### src/rtl/watchdog_feeder_if.sv
// Signal bundle between the watchdog feeder, the supervised logic and the 4-bit watchdog.
// The slave side is the feeder itself; the master side is whoever drives it.
interface watchdog_feeder_if;
   logic       enable;
   logic       heartbeat;
   logic       timeout;
   logic       wd_enable;
   logic       restart;
   logic       fault;
   logic [1:0] miss_count;

   modport master (
      output enable, heartbeat, timeout,
      input  wd_enable, restart, fault, miss_count
   );

   modport slave (
      input  enable, heartbeat, timeout,
      output wd_enable, restart, fault, miss_count
   );
endinterface

### src/rtl/watchdog_feeder.sv
// Watchdog feeder: kicks the 4-bit watchdog only while the heartbeat proves liveness.
// Define WD_FEEDER_EARLY_FAULT_EN to fault after MAX_MISS consecutive missed windows.
module watchdog_feeder #(
   parameter int KICK_PERIOD = 10,
   parameter int MAX_MISS    = 3
) (
   input logic               clk,
   input logic               rst_n,
   watchdog_feeder_if.slave  bus
);

   localparam int CW = (KICK_PERIOD > 1) ? $clog2(KICK_PERIOD) : 1;
   localparam logic [CW-1:0] LAST = CW'(KICK_PERIOD - 1);

`ifdef WD_FEEDER_EARLY_FAULT_EN
   localparam bit EARLY_FAULT = 1'b1;
`else
   localparam bit EARLY_FAULT = 1'b0;
`endif

   localparam logic [2:0] IDLE    = 3'd0;
   localparam logic [2:0] ARM     = 3'd1;
   localparam logic [2:0] SERVICE = 3'd2;
   localparam logic [2:0] KICK    = 3'd3;
   localparam logic [2:0] FAULT   = 3'd4;

   logic [2:0]    state, next_state;
   logic [CW-1:0] period_cnt, next_cnt;
   logic          hb_seen, next_hb;
   logic [1:0]    miss_q, next_miss, miss_sat;
   logic          wd_enable_q, restart_q, fault_q;

   assign miss_sat = (miss_q == 2'd3) ? 2'd3 : miss_q + 2'd1;

   // Priority: enable low beats timeout, which beats the window-end kick decision.
   always_comb begin
      next_state = state;
      next_cnt   = period_cnt;
      next_hb    = hb_seen;
      next_miss  = miss_q;
      if (!bus.enable) begin
         next_state = IDLE;
         next_cnt   = '0;
         next_hb    = 1'b0;
         next_miss  = 2'd0;
      end else begin
         case (state)
            IDLE: begin
               next_state = ARM;
            end
            ARM: begin
               if (bus.timeout) begin
                  next_state = FAULT;
               end else begin
                  next_state = SERVICE;
                  next_cnt   = '0;
                  next_hb    = 1'b0;
               end
            end
            SERVICE: begin
               if (bus.timeout) begin
                  next_state = FAULT;
               end else if (period_cnt == LAST) begin
                  if (hb_seen || bus.heartbeat) begin
                     next_state = KICK;
                  end else begin
                     next_miss = miss_sat;
                     next_cnt  = '0;
                     next_hb   = 1'b0;
                     if (EARLY_FAULT && (miss_sat == 2'(MAX_MISS)))
                        next_state = FAULT;
                  end
               end else begin
                  next_cnt = period_cnt + CW'(1);
                  next_hb  = hb_seen | bus.heartbeat;
               end
            end
            KICK: begin
               if (bus.timeout) begin
                  next_state = FAULT;
               end else begin
                  next_state = SERVICE;
                  next_cnt   = '0;
                  next_hb    = bus.heartbeat;
                  next_miss  = 2'd0;
               end
            end
            FAULT: begin
               next_state = FAULT;
            end
            default: begin
               next_state = IDLE;
            end
         endcase
      end
   end

   // Outputs are registered from the next state so they line up with the state register.
   always_ff @(posedge clk or negedge rst_n) begin
      if (!rst_n) begin
         state       <= IDLE;
         period_cnt  <= '0;
         hb_seen     <= 1'b0;
         miss_q      <= 2'd0;
         wd_enable_q <= 1'b0;
         restart_q   <= 1'b0;
         fault_q     <= 1'b0;
      end else begin
         state       <= next_state;
         period_cnt  <= next_cnt;
         hb_seen     <= next_hb;
         miss_q      <= next_miss;
         wd_enable_q <= (next_state != IDLE);
         restart_q   <= (next_state == ARM) || (next_state == KICK);
         fault_q     <= (next_state == FAULT);
      end
   end

   assign bus.wd_enable  = wd_enable_q;
   assign bus.restart    = restart_q;
   assign bus.fault      = fault_q;
   assign bus.miss_count = miss_q;

endmodule

### src/flat_wrapper.sv
// flat-port wrapper written by rule: the top's interface ports become plain ports
module watchdog_feeder_flat 
#(
   parameter int KICK_PERIOD = 10,
   parameter int MAX_MISS    = 3
)
  (clk, rst_n, bus_enable, bus_heartbeat, bus_timeout, bus_wd_enable, bus_restart, bus_fault, bus_miss_count);
  watchdog_feeder_if bus_i ();
  input logic clk;
  input logic rst_n;
  input wire logic [$bits(bus_i.enable)-1:0] bus_enable;
  input wire logic [$bits(bus_i.heartbeat)-1:0] bus_heartbeat;
  input wire logic [$bits(bus_i.timeout)-1:0] bus_timeout;
  output wire logic [$bits(bus_i.wd_enable)-1:0] bus_wd_enable;
  output wire logic [$bits(bus_i.restart)-1:0] bus_restart;
  output wire logic [$bits(bus_i.fault)-1:0] bus_fault;
  output wire logic [$bits(bus_i.miss_count)-1:0] bus_miss_count;
  assign bus_i.enable = bus_enable;
  assign bus_i.heartbeat = bus_heartbeat;
  assign bus_i.timeout = bus_timeout;
  assign bus_wd_enable = bus_i.wd_enable;
  assign bus_restart = bus_i.restart;
  assign bus_fault = bus_i.fault;
  assign bus_miss_count = bus_i.miss_count;
  watchdog_feeder #(.KICK_PERIOD(KICK_PERIOD), .MAX_MISS(MAX_MISS)) u_core (.clk(clk), .rst_n(rst_n), .bus(bus_i));
endmodule
### config.mk
export PLATFORM = sky130hd
export DESIGN_NAME = watchdog_feeder_flat
export DESIGN_NICKNAME = d
export VERILOG_FILES = /design/src/rtl/watchdog_feeder_if.sv /design/src/rtl/watchdog_feeder.sv /design/src/flat_wrapper.sv
export SDC_FILE = /design/constraint.sdc
export NUM_CORES = 1
export LEC_CHECK = 0
export CELL_PAD_IN_SITES_DETAIL_PLACEMENT = 1
export CELL_PAD_IN_SITES_GLOBAL_PLACEMENT = 2
export CORE_AREA = 2 2 40 69
export DETAILED_ROUTE_END_ITERATION = 7
export DIE_AREA = 0 0 42 71
export PLACE_DENSITY = 0.67
export SLEW_MARGIN = 20
export SYNTH_ARGS = -nofsm -noshare
export SYNTH_HDL_FRONTEND = slang
export SYNTH_SLANG_ARGS = --single-unit
### constraint.sdc
create_clock -name clk -period 1.64 [get_ports clk]
set_input_delay 0.246 -clock clk [delete_from_list [all_inputs] [get_ports clk]]
set_output_delay 0.246 -clock clk [all_outputs]
set_load 0.02 [all_outputs]
==> results of run 1 <==
==> metrics by stage <==
step,setup WS [ps],hold WS (ps)
CTS,26.1,326
global route,-17.2,332
finish,62.1,314
floorplan,95.4,-49.6
global placement,-122,562
detailed placement,-147,568
==> state kept, by name, indices dropped and copies added, names as in the netlist <==
name / count
u_core.bus.wd_enable: 1
u_core.period_cnt: 4
u_core.hb_seen: 1
u_core.bus.fault: 1
u_core.bus.miss_count: 2
u_core.bus.restart: 1
u_core.state: 3
==> cells in the mapped netlist (2+ instances only) <==
library cell,n,share of area
nor3b_1,2,0.023
and3_1,3,0.028
nor3_1,2,0.015
dfrtp_1,13,0.49
nand2_1,2,0.011
inv_1,4,0.023
nand3b_1,2,0.023
nor2_1,9,0.051
ha_1,2,0.038
a21oi_1,3,0.023
nand3_1,4,0.030
==> where the power goes <==
group / internal, mW / total (mW) / switching [mW]
combinational: 0.0848 / 0.170 / 0.0852
clock: 0.172 / 0.287 / 0.115
sequential: 0.341 / 0.352 / 0.0114
==> cell families after synthesis <==
kind of cell	count (synthesis)	share of synthesized area
AOI/OAI and AO/OA	12	0.131
DFF	13	0.488
adders and majority gates	2	0.0375
and+or+nand+nor	32	0.283
buffers and inverters	5	0.0281
muxes	2	0.0319
==> layer usage <==
metal  GRT usage  wire [µm]  vias to the layer above
li1            -          -                      293
met1       0.141        646                      287
met2       0.266       1050                        7
met3      0.0281         46                        4
met4      0.0932         38                        0
met5           0          0                        -
==> path summary, 6_finish.rpt <==
check / startpoint / to / slack [ps] / depth (start not counted)
hold / removal: rst_n / u_core.period_cnt[2]$_DFFE_PN0P_ / 310 / 2
min in group clk: u_core.period_cnt[1]$_DFFE_PN0P_ / u_core.period_cnt[1]$_DFFE_PN0P_ / 540 / 1
setup / recovery: u_core.period_cnt[0]$_DFFE_PN0P_ / u_core.period_cnt[3]$_DFFE_PN0P_ / 60 / 5
setup reg to reg: u_core.period_cnt[0]$_DFFE_PN0P_ / u_core.period_cnt[3]$_DFFE_PN0P_ / 60 / 5
hold reg to reg: u_core.period_cnt[1]$_DFFE_PN0P_ / u_core.period_cnt[1]$_DFFE_PN0P_ / 540 / 1
max in group asynchronous: rst_n / u_core.period_cnt[3]$_DFFE_PN0P_ / 1160 / 2
==> final cells by class <==
| class | instances | area, µm² | share of cell area |
|---|---|---|---|
| multi-input combinational | 48 | 328 | 0.342 |
| sequential | 13 | 325 | 0.339 |
| timing repair buffer | 25 | 214 | 0.223 |
| clock buffer | 4 | 45.0 | 0.0469 |
| tap | 26 | 32.5 | 0.0339 |
| inverter | 4 | 15.0 | 0.0156 |
==> worst max-delay path, delay by kind of cell (launching register included) <==
| kind | cells | cell delay, ps |
|---|---|---|
| and+or+nand+nor | 3 | 820 |
| DFF | 1 | 390 |
| adders and majority gates | 1 | 200 |
| AOI/OAI and AO/OA | 1 | 80 |
==> repair_timing <==
item	in CTS	in global routing
hold buffers	0	0
gates resized for setup	0	2
buffers inserted	0	4
endpoints found under the setup margin	0	4
==> run summary, run 1 <==
The TritonCTS buffer count was 3; the shortest period the worst path allows was 1580 ps. The wire length per cell after detailed routing works out to 14.9 µm. Across the VDD grid, the largest voltage drop is 0.000470 V. The floorplan step set the die height to 71 µm. For this design, the slowest cell found on the critical path is or4_4. The measured slew at the worst slew-check pin was 326 ps; the chip width was 42 µm. The worst setup path is launched from a flop. The worst stage delay on the critical path came out at 490 ps. The tools report the number of rows created at floorplan as 24.

For the overall overflow remaining after global route, the log shows 0. The first TritonRoute pass finished after 3 iterations. After floorplanning, the core was sized to cover 0.00243 mm². The first-pass GRT wire length is 3.13 mm. The clock transition at the registers of the reported paths works out to 50 ps. Setup total negative slack on the finished layout was measured at 0 ps. The tools report the HPWL after detailed placement as 1.38 mm. Entering global routing, the biggest net connects 14 pins.

Once detail routing completed, the nets flagged for antenna violations numbered 0. The path type of the worst setup path is reg2reg. The area growth from synthesis to layout is 43.9%. The ratio of cells with drive above 1 in the final layout was 0.287. For the maximum count of clock buffers along a single path, the log shows 2. The tools report the last weighted congestion value of the routability-driven placer as 0.700. The diode insertion count for antenna repair came out at 0. TritonCTS built the clock tree. The count of flip-flops with a built-in enable after synthesis works out to 0. The count of final max-slew check failures was 0. The logs give 0 for the final setup violation count and 0 for the initial antenna violation count. In the synthesized netlist the dominant register cell turns out to be dfrtp_1. Number of global-route vias before repair: 678. In the final design database the tool counted 102 nets. Headroom to the max-slew limit: 0.782. In this run, distinct cell masters in the synthesized netlist total 31. The die covers 0.00298 mm². The tools report the area of all placed cells without fillers as 960 µm².

The count of fill cells added during filler insertion was 282; the synthesized cell area was 667 µm². Walking the worst path, the cells encountered are ha_1 -> nand3b_1 -> nand3_1 -> or4_4 -> o211ai_2. After synthesis the netlist holds a flip-flop and latch count of 13. The final wirelength was 1.78 mm. The tools report the synthesized instance count as 66.

The flow ran to the end, and the final reports show no timing, DRC or antenna violations. Based on the critical path, the design can be clocked at up to 634 MHz. For the clock sink count, the log shows 13.

The fraction of synthesis flops using an asynchronous set or reset pin was 1.00. Class of the worst hold path: in2async. Average instance area after synthesis: 10.1 µm². The run gives 0.395 as the share of the core filled with cells. After layout, the design draws a total of 809 µW.

Final cycle utilization of the critical path: 0.962. The detailed-route vias per instance was 4.93; the total nets after synthesis was 73. The worst setup path is captured at a flop.

Yosys printed 0 warnings. The all-layer global routing usage was 0.144. The arrival time of data at the critical path endpoint is 1740 ps.

The tools report the total of max-cap violations as 0. Summing all placed instances gives a cell area of 876 µm². Most common cell after layout, fill and taps aside: buf_4. The sequential area share after synthesis is 0.488. The areal power density over the cells works out to 843 mW/mm².

The final cell count without fillers is 120, and the iteration-0 DRC count of the detailed router is 5. The run gives 0.440 nW as the standby leakage power. The critical path data required time is 1800 ps. Pin placement for this block handled 10 I/O pins. In this run the tool buffered the top-level ports with 9 buffer cells. The H-tree depth was 1; the clock latency reported for the late side of the worst-skew pair was 240 ps. For the final hold violation count, the log shows 0.

The library cells used most frequently in the layout, excluding fill and tap cells, are buf_4, dfrtp_1, nor2_1, clkdlybuf4s50_1. Summing over every cut layer, the via total after detailed routing is 591. For this run, design rule violations remaining after detail routing come to 0. The tools report the starting density of the core as 0.274.

In this run the worst path has a maximum fanout of 5. Setup repair after global routing could not meet its margin everywhere. The tree is rooted in a clkbuf_8. The tools report the number of placed instances with taps included as 112.

Between clock sinks in the finished design, the worst skew comes to 0.751 ps.
Power figures use the tool's default switching activity.
==> run 2, diff against run 1 <==
--- a/config.mk
+++ b/config.mk
@@ -5,6 +5,7 @@
 export SDC_FILE = /design/constraint.sdc
 export NUM_CORES = 1
 export LEC_CHECK = 0
+export CAP_MARGIN = 30
 export CELL_PAD_IN_SITES_DETAIL_PLACEMENT = 1
 export CELL_PAD_IN_SITES_GLOBAL_PLACEMENT = 2
 export CORE_AREA = 2 2 40 69
==> results of run 2 <==
No change in the layout: final DEF, timing and power equal those of run 1.
